[config.mk]
export PLATFORM = sky130hd
export DESIGN_NAME = vm_input_conditioner
export DESIGN_NICKNAME = d
export VERILOG_FILES = /design/src/rtl/vm_input_conditioner.sv
export SDC_FILE = /design/constraint.sdc
export NUM_CORES = 1
export LEC_CHECK = 0
export BUFFER_PORTS_ARGS = -buffer_cell sky130_fd_sc_hd__buf_4
export CAP_MARGIN = 15
export CORE_ASPECT_RATIO = 0.75
export CORE_MARGIN = 4
export CORE_UTILIZATION = 35
export DETAILED_ROUTE_END_ITERATION = 16
export SETUP_SLACK_MARGIN = 0.5
export SLEW_MARGIN = 10
export SYNTH_ARGS = -nofsm -noshare
export SYNTH_HDL_FRONTEND = slang
export SYNTH_SLANG_ARGS = --single-unit
[constraint.sdc]
create_clock -name clk -period 3.83 [get_ports clk]
set_input_delay 0.766 -clock clk [delete_from_list [all_inputs] [get_ports clk]]
set_output_delay 0.766 -clock clk [all_outputs]
set_load 0.05 [all_outputs]
[src/rtl/vm_input_conditioner.sv]
// vm_input_conditioner
//
// Front-end input stage for the vending machine, clocked on the divided clock.
// Synchronises the raw push-buttons and slide switches, debounces each button
// with its own four-state machine and produces single-cycle command pulses for
// the downstream vending_machine_core.
//
// Optional feature macro: VM_INPUT_LOCKOUT_EN
//   defined   - at most one command pulse per cycle, priority
//               reset_req > cancel > coin_insert; while any of btn[2:0] is
//               debounced-high, new presses of the other command buttons are
//               accepted (btn_stable rises) but never pulse.
//   undefined - all buttons are independent; simultaneous pulses allowed.
//
// Parameters:
//   DEBOUNCE_CYCLES - stable synchronised samples needed beyond the first one
//                     to accept a press or release (1..65535)
//   CNT_W           - debounce counter width, 2**CNT_W > DEBOUNCE_CYCLES
//
// Ports:
//   clk         in   divided system clock
//   rst         in   asynchronous active-high reset
//   btn[3:0]    in   raw buttons: [0] coin, [1] cancel, [2] machine reset,
//                    [3] reserved (debounced level only)
//   sw[3:0]     in   raw switches: [1:0] coin value, [3:2] selection
//   coin_insert out  one-cycle pulse on accepted press of btn[0]
//   cancel      out  one-cycle pulse on accepted press of btn[1]
//   reset_req   out  one-cycle pulse on accepted press of btn[2]
//   coin_value  out  sw[1:0] captured together with coin_insert, held otherwise
//   selection   out  synchronised sw[3:2], follows every cycle
//   btn_stable  out  debounced level of each button

module vm_input_conditioner #(
  parameter int unsigned DEBOUNCE_CYCLES = 16,
  parameter int unsigned CNT_W           = 16
) (
  input  logic       clk,
  input  logic       rst,
  input  logic [3:0] btn,
  input  logic [3:0] sw,
  output logic       coin_insert,
  output logic       cancel,
  output logic       reset_req,
  output logic [1:0] coin_value,
  output logic [1:0] selection,
  output logic [3:0] btn_stable
);

  typedef enum logic [1:0] {
    StIdle,
    StPressWait,
    StHeld,
    StReleaseWait
  } btn_state_e;

  localparam logic [CNT_W-1:0] CntTarget = CNT_W'(DEBOUNCE_CYCLES);
  localparam logic [CNT_W-1:0] CntOne    = CNT_W'(1);

  // ---------------------------------------------------------------------------
  // Two-flop synchronisers
  // ---------------------------------------------------------------------------
  logic [3:0] btn_meta_q;
  logic [3:0] btn_s;
  logic [3:0] sw_meta_q;
  logic [3:0] sw_s;

  always_ff @(posedge clk or posedge rst) begin
    if (rst) begin
      btn_meta_q <= '0;
      btn_s      <= '0;
      sw_meta_q  <= '0;
      sw_s       <= '0;
    end else begin
      btn_meta_q <= btn;
      btn_s      <= btn_meta_q;
      sw_meta_q  <= sw;
      sw_s       <= sw_meta_q;
    end
  end

  // ---------------------------------------------------------------------------
  // Per-button debounce FSMs
  // ---------------------------------------------------------------------------
  btn_state_e       state_q [4];
  btn_state_e       state_d [4];
  logic [CNT_W-1:0] cnt_q   [4];
  logic [CNT_W-1:0] cnt_d   [4];

  // hold_entry[i]: button i completes PRESS_WAIT -> HELD on the coming edge.
  logic [3:0] hold_entry;

  always_comb begin
    for (int i = 0; i < 4; i++) begin
      state_d[i]    = state_q[i];
      cnt_d[i]      = cnt_q[i];
      hold_entry[i] = 1'b0;

      case (state_q[i])
        StIdle: begin
          if (btn_s[i]) begin
            state_d[i] = StPressWait;
            cnt_d[i]   = CntOne;
          end
        end

        StPressWait: begin
          if (!btn_s[i]) begin
            state_d[i] = StIdle;
          end else if (cnt_q[i] == CntTarget) begin
            state_d[i]    = StHeld;
            hold_entry[i] = 1'b1;
          end else begin
            // Compare happens before increment, so the counter never exceeds
            // the target and cannot wrap.
            cnt_d[i] = cnt_q[i] + CntOne;
          end
        end

        StHeld: begin
          if (!btn_s[i]) begin
            state_d[i] = StReleaseWait;
            cnt_d[i]   = CntOne;
          end
        end

        StReleaseWait: begin
          if (btn_s[i]) begin
            // Bounce during release: back to HELD without a new pulse.
            state_d[i] = StHeld;
          end else if (cnt_q[i] == CntTarget) begin
            state_d[i] = StIdle;
          end else begin
            cnt_d[i] = cnt_q[i] + CntOne;
          end
        end

        default: begin
          state_d[i] = StIdle;
          cnt_d[i]   = '0;
        end
      endcase
    end
  end

  always_ff @(posedge clk or posedge rst) begin
    if (rst) begin
      for (int i = 0; i < 4; i++) begin
        state_q[i] <= StIdle;
        cnt_q[i]   <= '0;
      end
    end else begin
      for (int i = 0; i < 4; i++) begin
        state_q[i] <= state_d[i];
        cnt_q[i]   <= cnt_d[i];
      end
    end
  end

  always_comb begin
    for (int i = 0; i < 4; i++) begin
      btn_stable[i] = (state_q[i] == StHeld) || (state_q[i] == StReleaseWait);
    end
  end

  // The reserved button only reports its debounced level.
  logic unused_hold_entry;
  assign unused_hold_entry = hold_entry[3];

  // ---------------------------------------------------------------------------
  // Command pulse arbitration
  // ---------------------------------------------------------------------------
  logic [2:0] fire;

`ifdef VM_INPUT_LOCKOUT_EN
  // A button already debounced-high locks out the other command buttons; on
  // simultaneous acceptance the higher-priority button wins and the rest are
  // dropped (they still enter HELD).
  always_comb begin
    fire = '0;
    if (hold_entry[2] && !(btn_stable[0] || btn_stable[1])) begin
      fire[2] = 1'b1;
    end
    if (hold_entry[1] && !hold_entry[2] && !(btn_stable[0] || btn_stable[2])) begin
      fire[1] = 1'b1;
    end
    if (hold_entry[0] && !hold_entry[2] && !hold_entry[1] &&
        !(btn_stable[1] || btn_stable[2])) begin
      fire[0] = 1'b1;
    end
  end
`else
  assign fire = hold_entry[2:0];
`endif

  // ---------------------------------------------------------------------------
  // Registered pulses and coin value capture
  // ---------------------------------------------------------------------------
  logic [2:0] pulse_q;
  logic [1:0] coin_value_q;

  always_ff @(posedge clk or posedge rst) begin
    if (rst) begin
      pulse_q      <= '0;
      coin_value_q <= '0;
    end else begin
      pulse_q <= fire;
      // Loaded on the same edge that raises coin_insert so both are valid
      // together.
      if (fire[0]) begin
        coin_value_q <= sw_s[1:0];
      end
    end
  end

  assign coin_insert = pulse_q[0];
  assign cancel      = pulse_q[1];
  assign reset_req   = pulse_q[2];
  assign coin_value  = coin_value_q;
  assign selection   = sw_s[3:2];

endmodule

Word level (Yosys, flattened, before mapping)
Index checks and enable logic that the tools add are counted.
{"block": "totals", "reg_bits": 93, "word_cells": 135}
{"block": "op_classes", "add_sub_neg": 4, "eq_ne": 40, "n_mux": 61, "reduce_logical": 16}
{"cell": "2-to-1 mux 16 bit", "count": 20}
{"cell": "case mux 16 bit (4 select lines)", "count": 4}
{"cell": "adder 16 x 1 -> 16 bit, second input constant", "count": 4}
{"cell": "== test 16 x 5 -> 1 bit, second input constant", "count": 4}
{"cell": "2-to-1 mux 2 bit", "count": 24}
{"cell": "inequality test 2 bit, second input constant", "count": 16}
{"cell": "case mux 2 bit (4 select lines)", "count": 4}
{"cell": "AND reduction 4 bit", "count": 8}
{"cell": "inequality test 3 bit, second input constant", "count": 8}
{"cell": "== test 2 bit, second input constant", "count": 8}
{"cell": "2-to-1 mux 1 bit", "count": 9}
{"cell": "== test 2 x 1 -> 1 bit, second input constant", "count": 4}
{"cell": "zero test 2 bit", "count": 4}
{"cell": "logical OR 1 bit", "count": 4}

Logic depth before layout (Yosys ltp)
Gate-level depths: netlist of the first run.
{"block": "depth", "depth_word": 4, "depth_mapped": 8, "depth_no_buf": 7}

Worst setup path after synthesis of the first run
OpenSTA, ideal clock, no wires.
{"block": "synth_path", "kind": "register to register", "startpoint": "reg cnt_q[0] in the netlist's numbering", "endpoint": "reg cnt_q[8] in the netlist's numbering", "setup_ns": 0.118, "arrival_time_ns": 1.898, "required_ns": 3.712, "slack_ns": 1.814, "stages_incl_launch_ff": 9, "n_path_buf": 1, "synth_period_minus_slack_ns": 2.016, "path_cell_list": "dfrtp_1 -> inv_1 -> ha_1 -> or4b_4 -> nor4_4 -> or2_1 -> buf_6 -> nor3_2 -> a21o_1"}
{"block": "synth_between", "elab_chain_len": 4, "word_cells_on_any_way": 6, "cone_classes": "1 x add/sub; 1 x eq/ne; 4 x mux"}
{"item": "start, declared", "line_no": "86", "rtl": "logic [CNT_W-1:0] cnt_q [4];"}
{"item": "start signal, assigned by index", "line_no": "154", "rtl": "cnt_q[i] <= cnt_d[i];"}
{"item": "adder 16 x 1 -> 16 bit / == test 16 x 5 -> 1 bit (equally long branches)"}
{"item": "2-to-1 mux 16 bit *", "line_no": "109, 130"}
{"item": "2-to-1 mux 16 bit (on tied branches)", "line_no": "127, 107"}
{"item": "case mux 16 bit (4 select lines) *", "line_no": "98", "rtl": "case (state_q[i])"}
Every way passes the cells marked *; elsewhere a longest branch is shown, timed or not. The select of a mux whose other input is x is not followed.
A chain may end at the register's enable or synchronous reset.

Final worst setup path of the first run
{"block": "layout_path", "startpoint": "reg cnt_q[1] in the netlist's numbering", "endpoint": "reg cnt_q[12] in the netlist's numbering"}
Same word-level chain as after synthesis.

==> results of run 1 <==
## cell families (layout without fill, tap and decap cells)
| kind of cell | after synthesis | after routing | synth area share |
|---|---|---|---|
| flip-flops | 93 | 93 | 0.495 |
| multiplexers | 10 | 10 | 0.0234 |
| AND/OR/NAND/NOR | 209 | 209 | 0.239 |
| adder cells (fa/ha/maj) | 8 | 8 | 0.0213 |
| AO/OA/AOI/OAI | 106 | 106 | 0.145 |
| buffers and inverters | 43 | 59 | 0.0407 |
| XOR/XNOR | 19 | 19 | 0.0354 |
## worst max path at each step
stage / start / depth (start not counted) / slack, ns / end
finish: cnt_q[1] / 7 / 1.56 / cnt_q[12]
global placement: cnt_q[0] / 7 / 1.67 / cnt_q[8]
detailed placement: cnt_q[0] / 7 / 1.59 / cnt_q[12]
global route: flop / 5 / 1.40 / cnt_q[60]
CTS: cnt_q[0] / 7 / 1.57 / cnt_q[12]
floorplan: rst / 1 / 0.64 / async pin
## per-layer routing
| metal | track usage | vias up | part of all wire |
|---|---|---|---|
| met2 | 0.198 | 88 | 0.44 |
| met3 | 0.0354 | 13 | 0.047 |
| met5 | 0 | - | 0 |
| met1 | 0.194 | 1774 | 0.50 |
| li1 | - | 1788 | - |
| met4 | 0.0377 | 0 | 0.011 |
## cell usage after synthesis (all sizes together), types with 2 or more instances
cell | instances | area (µm²)
nor3 | 25 | 130
ha | 8 | 100
nand3 | 33 | 165
clkbuf | 15 | 56.3
o21ai | 40 | 200
o31ai | 6 | 45.0
a31oi | 8 | 50.1
buf | 8 | 60.1
nor2b | 3 | 18.8
a21o | 11 | 82.6
dfrtp | 93 | 2330
xnor2 | 10 | 87.6
or3 | 7 | 43.8
xor2 | 9 | 78.8
mux2 | 8 | 90.1
o21a | 3 | 22.5
nor4 | 12 | 96.3
inv | 20 | 75.1
nand2b | 3 | 18.8
o22ai | 2 | 12.5
nor2 | 22 | 85.1
nor4b | 10 | 87.6
nand2 | 63 | 236
or2 | 2 | 12.5
nand4 | 8 | 50.1
o31a | 2 | 17.5
mux2i | 2 | 20.0
and3 | 2 | 12.5
or4 | 3 | 22.5
or4b | 2 | 23.8
a22o | 12 | 105
a21oi | 12 | 60.1
nor3b | 4 | 30.0
and4 | 7 | 61.3
## flip-flops by register name, summed over array words and instances, names as in the netlist, named ones only
register and count:
cnt_q 64, state_q 4, pulse_q 3, sw_s 4, coin_value 2, btn_s 4
sw_meta_q 4, btn_meta_q 4
## worst max-delay path, cell delays in order, from the launching register on
cell and delay (ns):
dfrtp_1 0.42, inv_1 0.09, ha_1 0.14, or4b_4 0.49, nor4_4 0.45, nor2_2 0.19, a21o_1 0.20, a22o_1 0.18
## final cells by class
class	instances	area (µm²)
well taps	171	214
multi-input cells	352	2180
repair buffers	23	173
inverters	20	77.6
flip-flops and latches	93	2330
fillers	1284	7780
clock inverters	5	58.8
clock buffers	11	253
## where the power goes
group,switching (mW),total [mW],internal [mW]
Clock,0.375,0.916,0.541
Combinational,0.254,0.423,0.169
Sequential,0.118,1.18,1.06
Total,0.747,2.52,1.77
## metrics by stage
stage                     power [mW]  hold slack [ns]  cells  worst slack, ns  utilization
after detailed placement        1.62            0.338    659             1.59        0.381
after global placement          1.61            0.333    659             1.67        0.381
after CTS                       2.55            0.353    675             1.57        0.405
after global routing            2.66            0.357    675             1.40        0.405
final                           2.52            0.349    675             1.56        0.405
after floorplan                 1.51            0.331    488            0.644            -
==> summary.txt, run 1 <==
Worst setup path
  – Critical path data arrival time: 2.49 ns
  – R2r setup slk: between 1.5 and 2 ns
  – Worst R2R Start: cnt_q[1]
  – Startpoint Class: flop
  – Critical path class: flop to flop
  – Critical R2R Capture: cnt_q[12]
  – Required @ worst endpoint: 4.06 ns
  – Worst setup EP type: flop
  – Reg2reg path depth: 7
  – Critical path peak fanout: 12

Global routing
  – Aggregate global routing overflow: 0
  – Initial antenna violation count: 0
  – Pin count of the biggest net entering global routing: 38
  – Total track usage: 0.134
  – Global-route wire length before repair: 16900 µm
  – Number of global-route vias before repair: about 3.5k

Clock tree
  – CTS Buf Count: 9
  – CTS root buf: clkbuf_16
  – Hold_buf cts: 0
  – CTS tree: built
  – Worst-Skew Late Latency: ~0.34 ns
  – Post_cts resized: 0
  – CTS Buffer Depth: 2
  – H-tree depth: 3
  – Clk sink count: 93
  – Worst-path clk slew: roughly 0.070 ns
  – Setup Buffers After CTS: 0

Synthesis
  – Synth async-reset ratio: 1.00
  – Ys flop type: dfrtp_1
  – Post-synth EDFFs: 0
  – Cell variety after synth: 57
  – Mean Syn Cell Area: 9.63 µm²
  – Synth Cell Area: between 4000 and 5000 µm²
  – Seq/Total Area, Yosys: 0.495
  – Net Count, Synth: about 510
  – Synthesis Warnings: 0
  – Synth Instances: 488
  – Synthesis-stage register bit count: 93

Die
  – Die Area: 15400 µm²
  – Die Ht: between 100 and 150 µm
  – Initial Util: 0.360
  – Core Region: 13100 µm²
  – I/O pins: 21
  – Die W: 142 µm
  – Row cnt: 36

Hold path
  – Hold worst-path end: sw_s[1]
  – Hold depth: 0
  – Worst hold path startpoint: sw_meta_q[1]
  – HP Class: flop to flop

Power and ir drop
  – Worst vdd ir: 0.307 mV
  – Cell Pwr Density: 477 nW/µm²
  – LEAKAGE: 2.29 nW

Route
  – DRC Markers: 0
  – Iter 0 DRT Violations: 364
  – Vias: roughly 3.7k
  – DR vias/cell: 5.43
  – First-pass iteration count of the detailed router: 6
  – Routed wire per std cell: approximately 15 µm
  – ANT nets after route: 0
  – Total Wirelength: between 9000 and 10000 µm

Timing
  – Final Critical Period: approximately 2.3 ns
  – Clock Skews: between 0.009 and 0.01 ns
  – Ratio of final minimum period to clock period: 0.591
  – Actual slew at the worst max-slew pin: 1.00 ns
  – Final setup fails: 0
  – Final Hold Violating Endpoints: 0
  – Slew Viols, Final: 0
  – Max Freq: 0.441 GHz
  – Unrepaired setup endpoints after global routing: no
  – Max transition margin: 0.327
  – Total Neg Setup Slack: 0 ns

Finish
  – Share of layout cells above drive strength 1: 0.113
  – Final #Nets: 517
  – Ant. Diodes: 0
  – Most common cell after layout, fill and taps aside: dfrtp_1
  – P&R area growth vs syn: 12.4%
  – Fin area: 5280 µm²
  – Commonest non-fill, non-tap cells in the layout: dfrtp_1 (93), nand2_1 (63), o21ai_0 (36)

Placement
  – RD Place Congestion: 0.896
  – Post-placement cell area: 4970 µm²
  – DP Wirelength: 6870 µm
  – Port buffer count: 20

Outcome
  – Status: complete, no violations

Flow run
  – Maxcap violations: 0
(Power assumes the default switching activity.)
==> run 2, diff against run 1 <==
--- a/config.mk
+++ b/config.mk
@@ -5,6 +5,7 @@
 export SDC_FILE = /design/constraint.sdc
 export NUM_CORES = 1
 export LEC_CHECK = 0
+export ABC_AREA = 1
 export BUFFER_PORTS_ARGS = -buffer_cell sky130_fd_sc_hd__buf_4
 export CAP_MARGIN = 15
 export CORE_ASPECT_RATIO = 0.75
==> constraint.sdc (replaced) <==
create_clock -name clk -period 2.2 [get_ports clk]
set_input_delay 0.44 -clock clk [delete_from_list [all_inputs] [get_ports clk]]
set_output_delay 0.44 -clock clk [all_outputs]
set_load 0.05 [all_outputs]
==> summary.txt, run 2 <==
Timing
  – Actual slew at the worst max-slew pin: 0.599 ns (was 1.00 ns)
  – Hold WS: 0.161 ns (was 0.349 ns)
  – Total Neg Setup Slack: 0 ns (unchanged)
  – Final setup fails: 0 (unchanged)
  – Unrepaired setup endpoints after global routing: yes (was no)
  – Final Critical Period: 1.57 ns (was 2.27 ns)
  – Ratio of final minimum period to clock period: 0.712 (was 0.591)
  – Max Freq: 0.639 GHz (was 0.441 GHz)
  – Slew Viols, Final: 0 (unchanged)
  – Max transition margin: 0.600 (was 0.327)
  – Final Hold Violating Endpoints: 0 (unchanged)
  – Clock Skews: 0.00578 ns (was 0.00987 ns)

Global routing
  – Aggregate global routing overflow: 0 (unchanged)
  – Initial antenna violation count: 0 (unchanged)
  – Pin count of the biggest net entering global routing: 37 (was 38)
  – Number of global-route vias before repair: 4097 (was 3487)
  – Total track usage: 0.141 (was 0.134)
  – Global-route wire length before repair: 20100 µm (was 16900 µm)

Finish
  – Max reg flops: 64 (unchanged)
  – P&R area growth vs syn: 13.3% (was 12.4%)
  – Fill cell count: 1555 (was 1284)
  – Final #Nets: 749 (was 517)
  – Multi-input gate area: 2650 µm² (was 2180 µm²)
  – Ant. Diodes: 0 (unchanged)
  – Most common cell after layout, fill and taps aside: nand2_1 (was dfrtp_1)
  – Layout Utilization: 0.412 (was 0.405)
  – Commonest non-fill, non-tap cells in the layout: nand2_1 (220), dfrtp_1 (92), nor2_1 (82) (was dfrtp_1 (93), nand2_1 (63), o21ai_0 (36))
  – Reg area: 2330 µm² (about the same)
  – Share of layout cells above drive strength 1: 0.148 (was 0.113)
  – Biggest register: cnt_q (unchanged)
  – Fin area: 6070 µm² (was 5280 µm²)

Route
  – First-pass iteration count of the detailed router: 5 (was 6)
  – DR vias/cell: 4.60 (was 5.43)
  – Total Wirelength: 11200 µm (was 9790 µm)
  – DRC Markers: 0 (unchanged)
  – Routed wire per std cell: 11.9 µm (was 14.5 µm)
  – Iter 0 DRT Violations: 286 (was 364)
  – ANT nets after route: 0 (unchanged)
  – Vias: 4309 (was 3663)

Synthesis
  – Synthesis Warnings: 0 (unchanged)
  – Net Count, Synth: 726 (was 506)
  – Seq/Total Area, Yosys: 0.435 (was 0.495)
  – Post-synth top area share: 0.435 (was 0.495)
  – Cell variety after synth: 35 (was 57)
  – Ys flop type: dfrtp_1 (unchanged)
  – Most common cell in the netlist: nand2_1 (was dfrtp_1)
  – Mean Syn Cell Area: 7.56 µm² (was 9.63 µm²)
  – Synth Cell Area: 5350 µm² (was 4700 µm²)
  – Synthesis-stage register bit count: 93 (unchanged)
  – Area contributors post-synth: dfrtp_1 (43%), nand2_1 (15%), nor2_1 (6.0%) (was dfrtp_1 (50%), nand2_1 (5.0%), o21ai_0 (3.8%))
  – Synth top cells by count: nand2_1 (220), dfrtp_1 (93), nor2_1 (85) (was dfrtp_1 (93), nand2_1 (63), o21ai_0 (36))
  – Synth async-reset ratio: 1.00 (unchanged)
  – Synth Instances: 708 (was 488)
  – Post-synth EDFFs: 0 (unchanged)
  – Synth area leader: dfrtp_1 (unchanged)

Die
  – I/O pins: 21 (unchanged)
  – Row cnt: 38 (was 36)
  – Core Region: 14700 µm² (was 13100 µm²)
  – Die Area: 17400 µm² (was 15400 µm²)
  – Die Ht: 115 µm (was 108 µm)
  – Die W: 151 µm (was 142 µm)
  – Initial Util: 0.363 (was 0.360)

Worst setup path
  – Critical path peak fanout: 19 (was 12)
  – Critical path data arrival time: 1.84 ns (was 2.49 ns)
  – Critical path class: flop to flop (unchanged)
  – Worst setup EP type: flop (unchanged)
  – Required @ worst endpoint: 2.47 ns (was 4.06 ns)
  – Reg2reg path depth: 8 (was 7)
  – Startpoint Class: flop (unchanged)

Outcome
  – Status: complete, no violations (unchanged)

Clock tree
  – CTS Buffer Depth: 2 (unchanged)
  – Hold_buf cts: 0 (unchanged)
  – Worst-path clk slew: 0.06 ns (was 0.07 ns)
  – Clk sink count: 93 (unchanged)
  – Worst-Skew Late Latency: 0.34 ns (about the same)
  – CTS root buf: clkbuf_16 (unchanged)
  – CTS tree: built (unchanged)
  – H-tree depth: 3 (unchanged)
  – CTS Buf Count: 9 (unchanged)

Placement
  – RD Place Congestion: 0.847 (was 0.896)
  – Post-placement cell area: 5690 µm² (was 4970 µm²)
  – Port buffer count: 20 (unchanged)
  – DP Wirelength: 8050 µm (was 6870 µm)

Flow run
  – Maxcap violations: 0 (unchanged)

Power and ir drop
  – LEAKAGE: 2.75 nW (was 2.29 nW)
  – Cell Pwr Density: 636 nW/µm² (was 477 nW/µm²)
  – Worst vdd ir: 0.404 mV (was 0.307 mV)

Hold path
  – HP Class: input pin to async pin (was flop to flop)
[run 2: what timing repair did]
item,in CTS,in global routing
buffers inserted,0,4
resized for setup,0,9
pin swaps,1,2
endpoints found under the setup margin,1,47
[run 2: layout make-up]
type,count,area share
Clock inverter,4,0.0120
Timing Repair Buffer,28,0.0400
Inverter,75,0.0474
Tap cell,200,0.0413
Sequential cell,93,0.384
Multi-Input combinational cell,524,0.436
Clock buffer,12,0.0390
[run 2: critical path, cell delays in order (launching register included)]
cell and delay, ns:
dfrtp_1 0.43, inv_1 0.10, ha_1 0.15, nand3_1 0.09, nor2_2 0.19, nand3_2 0.18
nand2_8 0.17, inv_1 0.07, o21ai_1 0.11
[run 2: power by group]
part           switching [mW]  internal [mW]  leakage [nW]
sequential             0.0869           1.78          1.24
combinational           0.218          0.133          1.36
clock                   0.648          0.996         0.147
[run 2: logic make-up (layout without fill, tap and decap cells)]
logic type | count (synthesis) | after routing | synth area share
AOI/OAI and AO/OA | 62 | 62 | 0.0729
and+or+nand+nor | 434 | 434 | 0.363
DFF | 93 | 93 | 0.435
adders and majority gates | 8 | 8 | 0.0187
buffers and inverters | 91 | 119 | 0.0762
xor gates and xnor gates | 20 | 20 | 0.0341
[run 2: metal layers]
layer,part of all wire,track usage
met1,0.56,0.219
met2,0.39,0.195
met3,0.036,0.0311
met4,0.013,0.0435
met5,0,0
[run 2: path summary, 6_finish.rpt]
check	slack [ns]	start	to
setup / recovery	0.63	cnt_q[0]	cnt_q[1]
hold / removal	0.16	rst	cnt_q[14]
setup reg to reg	0.63	cnt_q[0]	cnt_q[1]
hold reg to reg	0.35	btn_meta_q[2]	btn_s[2]
max in group asynchronous	1.44	rst	state_q[4]
min in group clk	0.20	btn[2]	btn_meta_q[2]
[run 2: metrics by stage]
stage,power (mW),setup slack (ns),instances
finish,3.86,0.634,936
global route,4.06,0.495,936
CTS,3.91,0.513,932
detailed placement,2.24,0.491,916
global placement,2.24,0.543,916
floorplan,2.16,0.668,708
